`src/rtl/psum_accumulator_if.sv`:
```
`default_nettype none
// ============================================================================
// Module  : psum_accumulator_if
// Brief   : Product-in / drain-out handshake bundle for psum_accumulator.
// Rev     : 1.0  initial release
// ============================================================================
interface psum_accumulator_if #(
  parameter int PSUM_BW = 16,
  parameter int COL     = 4,
  parameter int IDX_BW  = $clog2(COL)
);
  logic               in_valid;
  logic               in_ready;
  logic [PSUM_BW-1:0] in_psum;
  logic [IDX_BW-1:0]  in_index;
  logic               in_last;

  logic               out_valid;
  logic               out_ready;
  logic [PSUM_BW-1:0] out_psum;
  logic [IDX_BW-1:0]  out_col;
  logic               out_last;

  modport master (
    output in_valid, in_psum, in_index, in_last, out_ready,
    input  in_ready, out_valid, out_psum, out_col, out_last
  );

  modport slave (
    input  in_valid, in_psum, in_index, in_last, out_ready,
    output in_ready, out_valid, out_psum, out_col, out_last
  );
endinterface
`default_nettype wire

```
`src/rtl/psum_accumulator.sv`:
```
`default_nettype none
// ============================================================================
// Module  : psum_accumulator
// Brief   : Per-column partial-sum buffers fed by the MAC tile, drained on
//           end-of-tile. Optional macro PSUM_SATURATE_EN: saturating adds
//           plus a sticky sat_flag output.
// Rev     : 1.0  initial release
// ============================================================================
module psum_accumulator #(
  parameter int PSUM_BW = 16,
  parameter int COL     = 4,
  parameter int IDX_BW  = $clog2(COL)
) (
  input  logic              clk,
  input  logic              reset,
  psum_accumulator_if.slave bus,
  output logic              busy
`ifdef PSUM_SATURATE_EN
  ,
  output logic              sat_flag
`endif
);

  typedef enum logic [0:0] {
    ST_ACC   = 1'b0,
    ST_DRAIN = 1'b1
  } state_t;

  state_t             r_state;
  state_t             w_next_state;
  logic [PSUM_BW-1:0] r_buf [COL];
  logic [IDX_BW-1:0]  r_drain_ptr;
  logic               w_in_fire;
  logic               w_out_fire;
  logic               w_ptr_last;
  logic [PSUM_BW-1:0] w_sum;

  assign w_ptr_last = (r_drain_ptr == IDX_BW'(COL - 1));
  assign w_in_fire  = (r_state == ST_ACC) && bus.in_valid;
  assign w_out_fire = (r_state == ST_DRAIN) && bus.out_ready;

`ifdef PSUM_SATURATE_EN
  logic [PSUM_BW:0]   w_sum_ext;
  logic               w_sum_sat;
  logic               r_sat_flag;

  assign w_sum_ext = {1'b0, r_buf[bus.in_index]} + {1'b0, bus.in_psum};
  assign w_sum_sat = w_sum_ext[PSUM_BW];
  assign w_sum     = w_sum_sat ? '1 : w_sum_ext[PSUM_BW-1:0];
  assign sat_flag  = r_sat_flag;

  // Sticky per tile: cleared once the tile's last word has been handed off.
  always_ff @(posedge clk) begin
    if (reset) begin
      r_sat_flag <= 1'b0;
    end else if (w_out_fire && w_ptr_last) begin
      r_sat_flag <= 1'b0;
    end else if (w_in_fire && w_sum_sat) begin
      r_sat_flag <= 1'b1;
    end
  end
`else
  assign w_sum = r_buf[bus.in_index] + bus.in_psum;
`endif

  always_ff @(posedge clk) begin
    if (reset) begin
      r_state <= ST_ACC;
    end else begin
      r_state <= w_next_state;
    end
  end

  always_comb begin
    w_next_state  = r_state;
    busy          = 1'b0;
    bus.in_ready  = 1'b0;
    bus.out_valid = 1'b0;
    bus.out_psum  = '0;
    bus.out_col   = '0;
    bus.out_last  = 1'b0;
    case (r_state)
      ST_ACC: begin
        bus.in_ready = 1'b1;
        if (bus.in_valid && bus.in_last) begin
          w_next_state = ST_DRAIN;
        end
      end
      ST_DRAIN: begin
        busy          = 1'b1;
        bus.out_valid = 1'b1;
        bus.out_psum  = r_buf[r_drain_ptr];
        bus.out_col   = r_drain_ptr;
        bus.out_last  = w_ptr_last;
        if (bus.out_ready && w_ptr_last) begin
          w_next_state = ST_ACC;
        end
      end
      default: w_next_state = ST_ACC;
    endcase
  end

  // Accumulate and drain-clear never coincide: they belong to different states.
  always_ff @(posedge clk) begin
    if (reset) begin
      for (int i = 0; i < COL; i++) begin
        r_buf[i] <= '0;
      end
      r_drain_ptr <= '0;
    end else begin
      if (w_in_fire) begin
        r_buf[bus.in_index] <= w_sum;
      end
      if (w_out_fire) begin
        r_buf[r_drain_ptr] <= '0;
        r_drain_ptr        <= r_drain_ptr + IDX_BW'(1);
      end
    end
  end

endmodule
`default_nettype wire

```
`src/flat_wrapper.sv`:
```
// flat-port wrapper written by rule: the top's interface ports become plain ports
module psum_accumulator_flat 
#(
  parameter int PSUM_BW = 16,
  parameter int COL     = 4,
  parameter int IDX_BW  = $clog2(COL)
)
  (clk, reset, busy, bus_in_valid, bus_in_psum, bus_in_index, bus_in_last, bus_out_ready, bus_in_ready, bus_out_valid, bus_out_psum, bus_out_col, bus_out_last);
  psum_accumulator_if #(.PSUM_BW(PSUM_BW), .COL(COL), .IDX_BW(IDX_BW)) bus_i ();
  input  logic clk;
  input  logic reset;
  output logic busy;
  input wire logic [$bits(bus_i.in_valid)-1:0] bus_in_valid;
  input wire logic [$bits(bus_i.in_psum)-1:0] bus_in_psum;
  input wire logic [$bits(bus_i.in_index)-1:0] bus_in_index;
  input wire logic [$bits(bus_i.in_last)-1:0] bus_in_last;
  input wire logic [$bits(bus_i.out_ready)-1:0] bus_out_ready;
  output wire logic [$bits(bus_i.in_ready)-1:0] bus_in_ready;
  output wire logic [$bits(bus_i.out_valid)-1:0] bus_out_valid;
  output wire logic [$bits(bus_i.out_psum)-1:0] bus_out_psum;
  output wire logic [$bits(bus_i.out_col)-1:0] bus_out_col;
  output wire logic [$bits(bus_i.out_last)-1:0] bus_out_last;
  assign bus_i.in_valid = bus_in_valid;
  assign bus_i.in_psum = bus_in_psum;
  assign bus_i.in_index = bus_in_index;
  assign bus_i.in_last = bus_in_last;
  assign bus_i.out_ready = bus_out_ready;
  assign bus_in_ready = bus_i.in_ready;
  assign bus_out_valid = bus_i.out_valid;
  assign bus_out_psum = bus_i.out_psum;
  assign bus_out_col = bus_i.out_col;
  assign bus_out_last = bus_i.out_last;
  psum_accumulator #(.PSUM_BW(PSUM_BW), .COL(COL), .IDX_BW(IDX_BW)) u_core (.clk(clk), .reset(reset), .bus(bus_i), .busy(busy));
endmodule
```
`config.mk`:
```
export PLATFORM = sky130hd
export DESIGN_NAME = psum_accumulator_flat
export DESIGN_NICKNAME = d
export VERILOG_FILES = /design/src/rtl/psum_accumulator_if.sv /design/src/rtl/psum_accumulator.sv /design/src/flat_wrapper.sv
export SDC_FILE = /design/constraint.sdc
export NUM_CORES = 1
export LEC_CHECK = 0
export BUFFER_PORTS_ARGS = -buffer_cell sky130_fd_sc_hd__buf_4
export CAP_MARGIN = 0
export CORE_MARGIN = 4
export CORE_UTILIZATION = 47
export CTS_BUF_LIST = sky130_fd_sc_hd__clkbuf_4 sky130_fd_sc_hd__clkbuf_8
export DETAILED_ROUTE_END_ITERATION = 8
export PLACE_DENSITY_LB_ADDON = 0.2
export SETUP_SLACK_MARGIN = 0.3
export SLEW_MARGIN = 25
export SYNTH_ARGS = -nofsm -noshare
export SYNTH_HDL_FRONTEND = slang
export SYNTH_SLANG_ARGS = --single-unit
```
`constraint.sdc`:
```
create_clock -name clk -period 3.3 [get_ports clk]
set_input_delay 0.165 -clock clk [delete_from_list [all_inputs] [get_ports clk]]
set_output_delay 0.165 -clock clk [all_outputs]
set_load 0.05 [all_outputs]
```
After elaboration in Yosys (flattened, before gate mapping)
Memory sizes are Yosys's and may differ from the RTL's. A register that Yosys moved wholly into a read port is not among the register bits. Cells that the tools add are included.

Bits in writable memories: 64. Logic and storage cells: 37. Bits of input ports: 23. Memories: 1. Flip-flop bits (word level): 3. Output and inout bits: 22.

Memories: u_core.r_buf (depth 4, bits a word 16, rd ports 2, clocked after Yosys merged registers in 1, write ports 4, line psum_accumulator.sv:31) `logic [PSUM_BW-1:0] r_buf [COL];`.

Reductions and logical operators: 6. Eq/ne operators: 1. Add/subtract/negate cells: 2. Bitwise gates (word level): 1. Muxes and demuxes: 24.

Operators by type and width (count): two-way mux 16 bit (3); OR reduction 16 bit (2); adder 16 bit (1); two-way mux 1 bit (15); two-way mux 2 bit (5); logical AND 1 bit (4); adder 2 x 1 -> 2 bit (second input constant) (1); == test 2 bit (second input constant) (1); case mux 1 bit (2 select lines) (1); inverter 1 bit (1).

Longest topological paths before layout
Word-level depth: 8. Mapped depth: 10. Mapped depth without buffers: 8.

Worst setup path after synthesis
No wires, ideal clock.

Path type: register to register. From: register u_core.r_state. To: memory u_core.r_buf[3][0], enable pin. Path buffers: 1. Stages on the path, launching flop included: 5. Required time: 2.886 ns. Slack: 0.451 ns. Clock period less this slack: 2.849 ns. Arrival: 2.435 ns. Setup time: 0.414 ns. Path through: dfxtp_1 buf_6 and3_1 nor2_1 o31ai_1.

RTL lines: from (decl) (line psum_accumulator.sv:29) `state_t r_state;`; from (signal assigned) (line psum_accumulator.sv:70) `r_state <= w_next_state;`; to (decl) (line psum_accumulator.sv:31).

==> impl_metrics.csv <==
group,metric,value,unit
sta,finalClockSkew,0.008286,ns
global_route,global_route.overflow_total,0,
logic_synthesis,netlist.area_leader.share,43.91,%
sta,maxClockFrequency,354.5,MHz
power_and_ir_drop,p_leak,1.968,nW
floorplanning,ios,45,
setup_path,setup.worst_path.class,"reg -> reg",
power_and_ir_drop,power.clock.fraction,30.6,%
placement,routabilityCongestion,0.9167,
job,max_cap_violations,0,
power_and_ir_drop,power_frac_seq,45.4,%
layout,layout.nets,448,
floorplanning,dieHeight,104.5,um
cts,number_of_buffers_on_the_longest_clock_path,2,
setup_path,timing.reg2reg.setup_slack,0.48,ns
logic_synthesis,net_count_after_synthesis,404,
sta,setup_viol,0,
cts,post-cts-setup-buffer-count,0,
cts,clock_tree_from_tritoncts,"done",
global_route,grt_start_max_net_pins,20,
floorplanning,die_width,104.5,um
floorplanning,initial_core_util,49.23,%
setup_path,critical_path_arrival,2.89,ns
layout,layout.core_utilization,56.56,%
layout,layout_commonest_cell,"sky130_fd_sc_hd__edfxtp_1",
cts,path_clk_slew,0.08,ns
floorplanning,die_area,10920,um2
setup_path,worstSetupStartpoint,"u_core.r_buf[2][0]$_SDFFCE_PN0P_",
global_route,grt_first_pass_wirelength,17620,um
routing,detailroute.via_count,3230,
sta,slew_headroom,34.48,%
power_and_ir_drop,p_sw,0.7039,mW
sta,period_minus_slack,2.821,ns
routing,detail_route.drc_violations,0,
placement,instance_count_after_placement_with_tap_cells_included,505,
cts,h-tree-depth,3,
logic_synthesis,synth_edf_count,64,
cts,hold_buffers,0,
setup_path,critical-path-max-stage-delay,0.47,ns
layout,antenna_cells,0,
power_and_ir_drop,power.ir.vdd_worst,0.2579,mV
layout,drive_above_1_share,27.36,%
sta,finalMaxSlewViolations,0,
power_and_ir_drop,power.combinational.fraction,24.0,%
logic_synthesis,synth-seq-cells,69,
setup_path,critical_path.reg2reg.startpoint,"u_core.r_buf[2][0]$_SDFFCE_PN0P_",
routing,vias_per_inst,6.200,
setup_path,reg2regPathDepth,8,
logic_synthesis,yosys_warnings,0,
logic_synthesis,synth_flop_cell,"sky130_fd_sc_hd__edfxtp_1",
sta,grt_setup_unrepaired,"no",
global_route,antenna_violations_before_repair,0,
layout,most-common-layout-cells,"sky130_fd_sc_hd__edfxtp_1 (64), sky130_fd_sc_hd__buf_4 (56), sky130_fd_sc_hd__nor2_1 (42), sky130_fd_sc_hd__mux4_2 (32), sky130_fd_sc_hd__nand2_1 (26)",
sta,report.final.hold_viol_count,0,
routing,drt_iter0_drc,234,
placement,io_buffers,44,
cts,cts.sink_count,69,
sta,setup_total_negative_slack,0,ns
cts,cts_repair_resize_count,0,
sta,final.period_utilization,85.49,%
power_and_ir_drop,switching_share,30.83,%
setup_path,timing.critical_path.cells,"mux4_2 -> ha_1 -> fa_1 -> a21oi_1 -> o211ai_1 -> a21boi_1 -> xor2_1 -> nor2_1",
routing,drt_pre_antenna_iters,5,
cts,clockRootBuffer,"sky130_fd_sc_hd__clkbuf_8",
global_route,groute.usage.overall,20.78,%
logic_synthesis,synth.avg_cell_area,12.02,um2
min_path,hp-class,"in -> reg",
sta,tightest_slew,0.9815,ns
min_path,hold-path-cell-count,2,
cts,cts-buffers-inserted,9,
routing,drt-wirelength-per-cell,20.77,um
setup_path,crit_path_top_delay_cell,"sky130_fd_sc_hd__mux4_2",
logic_synthesis,synth_top_cell_by_area,"sky130_fd_sc_hd__edfxtp_1",
layout,layoutNonFillerInstCount,521,
cts,clkLatencyLatePin,0.34,ns
setup_path,critPathLaunchType,"register",
logic_synthesis,synth.cell_area,4377,um2
power_and_ir_drop,cell_internal_pwr,1.579,mW
logic_synthesis,synth_cells,364,
power_and_ir_drop,powerDensity,454.0,nW/um2
routing,postRouteWirelength,10820,um
min_path,timing.hold.worst.start,"reset",
floorplanning,coreArea,8891,um2
logic_synthesis,synth_seq_area_share,46.20,%
outcome,status,"completed",
logic_synthesis,post_synth_num_cell_types,49,
placement,estimated_wirelength_of_the_detail_placed_design,7462,um
routing,detail-route-antenna-nets,0,
logic_synthesis,synthTopCellsByArea,"sky130_fd_sc_hd__edfxtp_1 (44%), sky130_fd_sc_hd__mux4_2 (16%), sky130_fd_sc_hd__ha_1 (4.6%)",
floorplanning,rows,34,
global_route,grt_pass1_vias,3305,
logic_synthesis,synth-async-reset-ratio,0,%
setup_path,critical_path.max_fanout,4,
setup_path,cp.required,3.37,ns
setup_path,endpoint_kind,"register",
layout,layout-area-overhead-vs-synth,14.89,%
==> routing by layer <==
metal | GRT usage, % | routed length, um
met1 | 28.13 | 4644
met2 | 34.50 | 5382
met3 | 4.469 | 691
met4 | 4.748 | 101
met5 | 0 | 0
==> critical path, delay by kind of cell (launching register included) <==
kind	cells	cell delay (ns)
mux	1	0.47
xor+xnor	1	0.30
simple gates	1	0.09
flops	1	0.40
compound gates	3	0.62
fa+ha+maj	2	0.67
==> registers in the layout, summed over array words and instances, names as in the netlist, named ones only <==
| register | cells |
|---|---|
| u_core.r_drain_ptr | 2 |
| u_core.r_state | 1 |
| u_core.r_buf | 64 |
==> final timing paths <==
kind,end
worst max-delay path,u_core.r_buf[1][8]$_SDFFCE_PN0P_
worst max register to register,u_core.r_buf[1][8]$_SDFFCE_PN0P_
worst min-delay path,u_core.r_drain_ptr[0]$_SDFFE_PP0P_
worst min register to register,u_core.r_drain_ptr[0]$_SDFFE_PP0P_
==> power groups by stage <==
| stage | Sequential (mW) | Combinational, mW | Clock (mW) |
|---|---|---|---|
| 6_report | 1.04 | 0.549 | 0.698 |
| 5_1_grt | 1.04 | 0.600 | 0.755 |
| 4_1_cts | 1.04 | 0.539 | 0.707 |
| 3_5_place_dp | 1.06 | 0.535 | 0 |
| 3_3_place_gp | 1.05 | 0.530 | 0 |
| 2_1_floorplan | 1.05 | 0.391 | 0 |
==> synthesized netlist by cell type, types with 3 or more instances <==
master and instances:
sky130_fd_sc_hd__nor4_1 4, sky130_fd_sc_hd__inv_1 10, sky130_fd_sc_hd__nand3_1 11, sky130_fd_sc_hd__o21a_1 3, sky130_fd_sc_hd__and3_1 3, sky130_fd_sc_hd__nand2_1 26
sky130_fd_sc_hd__o211ai_1 4, sky130_fd_sc_hd__edfxtp_1 64, sky130_fd_sc_hd__nor2_1 42, sky130_fd_sc_hd__buf_2 7, sky130_fd_sc_hd__or2_1 3, sky130_fd_sc_hd__dfxtp_1 5
sky130_fd_sc_hd__nor3b_1 4, sky130_fd_sc_hd__buf_6 3, sky130_fd_sc_hd__a21oi_1 25, sky130_fd_sc_hd__o21ai_0 4, sky130_fd_sc_hd__a21o_1 5, sky130_fd_sc_hd__nand4_1 7
sky130_fd_sc_hd__and3b_1 3, sky130_fd_sc_hd__clkbuf_1 12, sky130_fd_sc_hd__xor2_1 7, sky130_fd_sc_hd__mux4_2 32, sky130_fd_sc_hd__a211o_1 5, sky130_fd_sc_hd__and2_1 24
sky130_fd_sc_hd__nor3_1 5, sky130_fd_sc_hd__ha_1 16
==> final cells by class <==
cell class,instances,area [um2]
Fill cell,767,3862
Multi-Input combinational cell,261,2212
Sequential cell,69,2022
Timing Repair Buffer,56,420.4
Tap cell,108,135.1
Clock buffer,9,123.9
Clock inverter,7,73.82
Inverter,11,41.29
==> kinds of logic after synthesis <==
logic type | share of synthesized area [%]
adder cells (fa/ha/maj) | 5.031
AND/OR/NAND/NOR | 16.21
buffers and inverters | 3.716
flip-flops | 46.20
XOR/XNOR | 1.801
multiplexers | 16.92
AO/OA/AOI/OAI | 10.12
==> stage by stage <==
step	setup slack [ns]	hold WS [ns]	power [mW]	area [um2]
floorplan	0.4508	0.2341	1.442	4377
global placement	0.3620	0.3708	1.583	4816
detailed placement	0.3200	0.3745	1.592	4816
CTS	0.4448	0.01540	2.282	5014
global route	0.3228	0.01639	2.399	5029
finish	0.4788	0.02910	2.283	5029
Power figures use the tool's default switching activity.
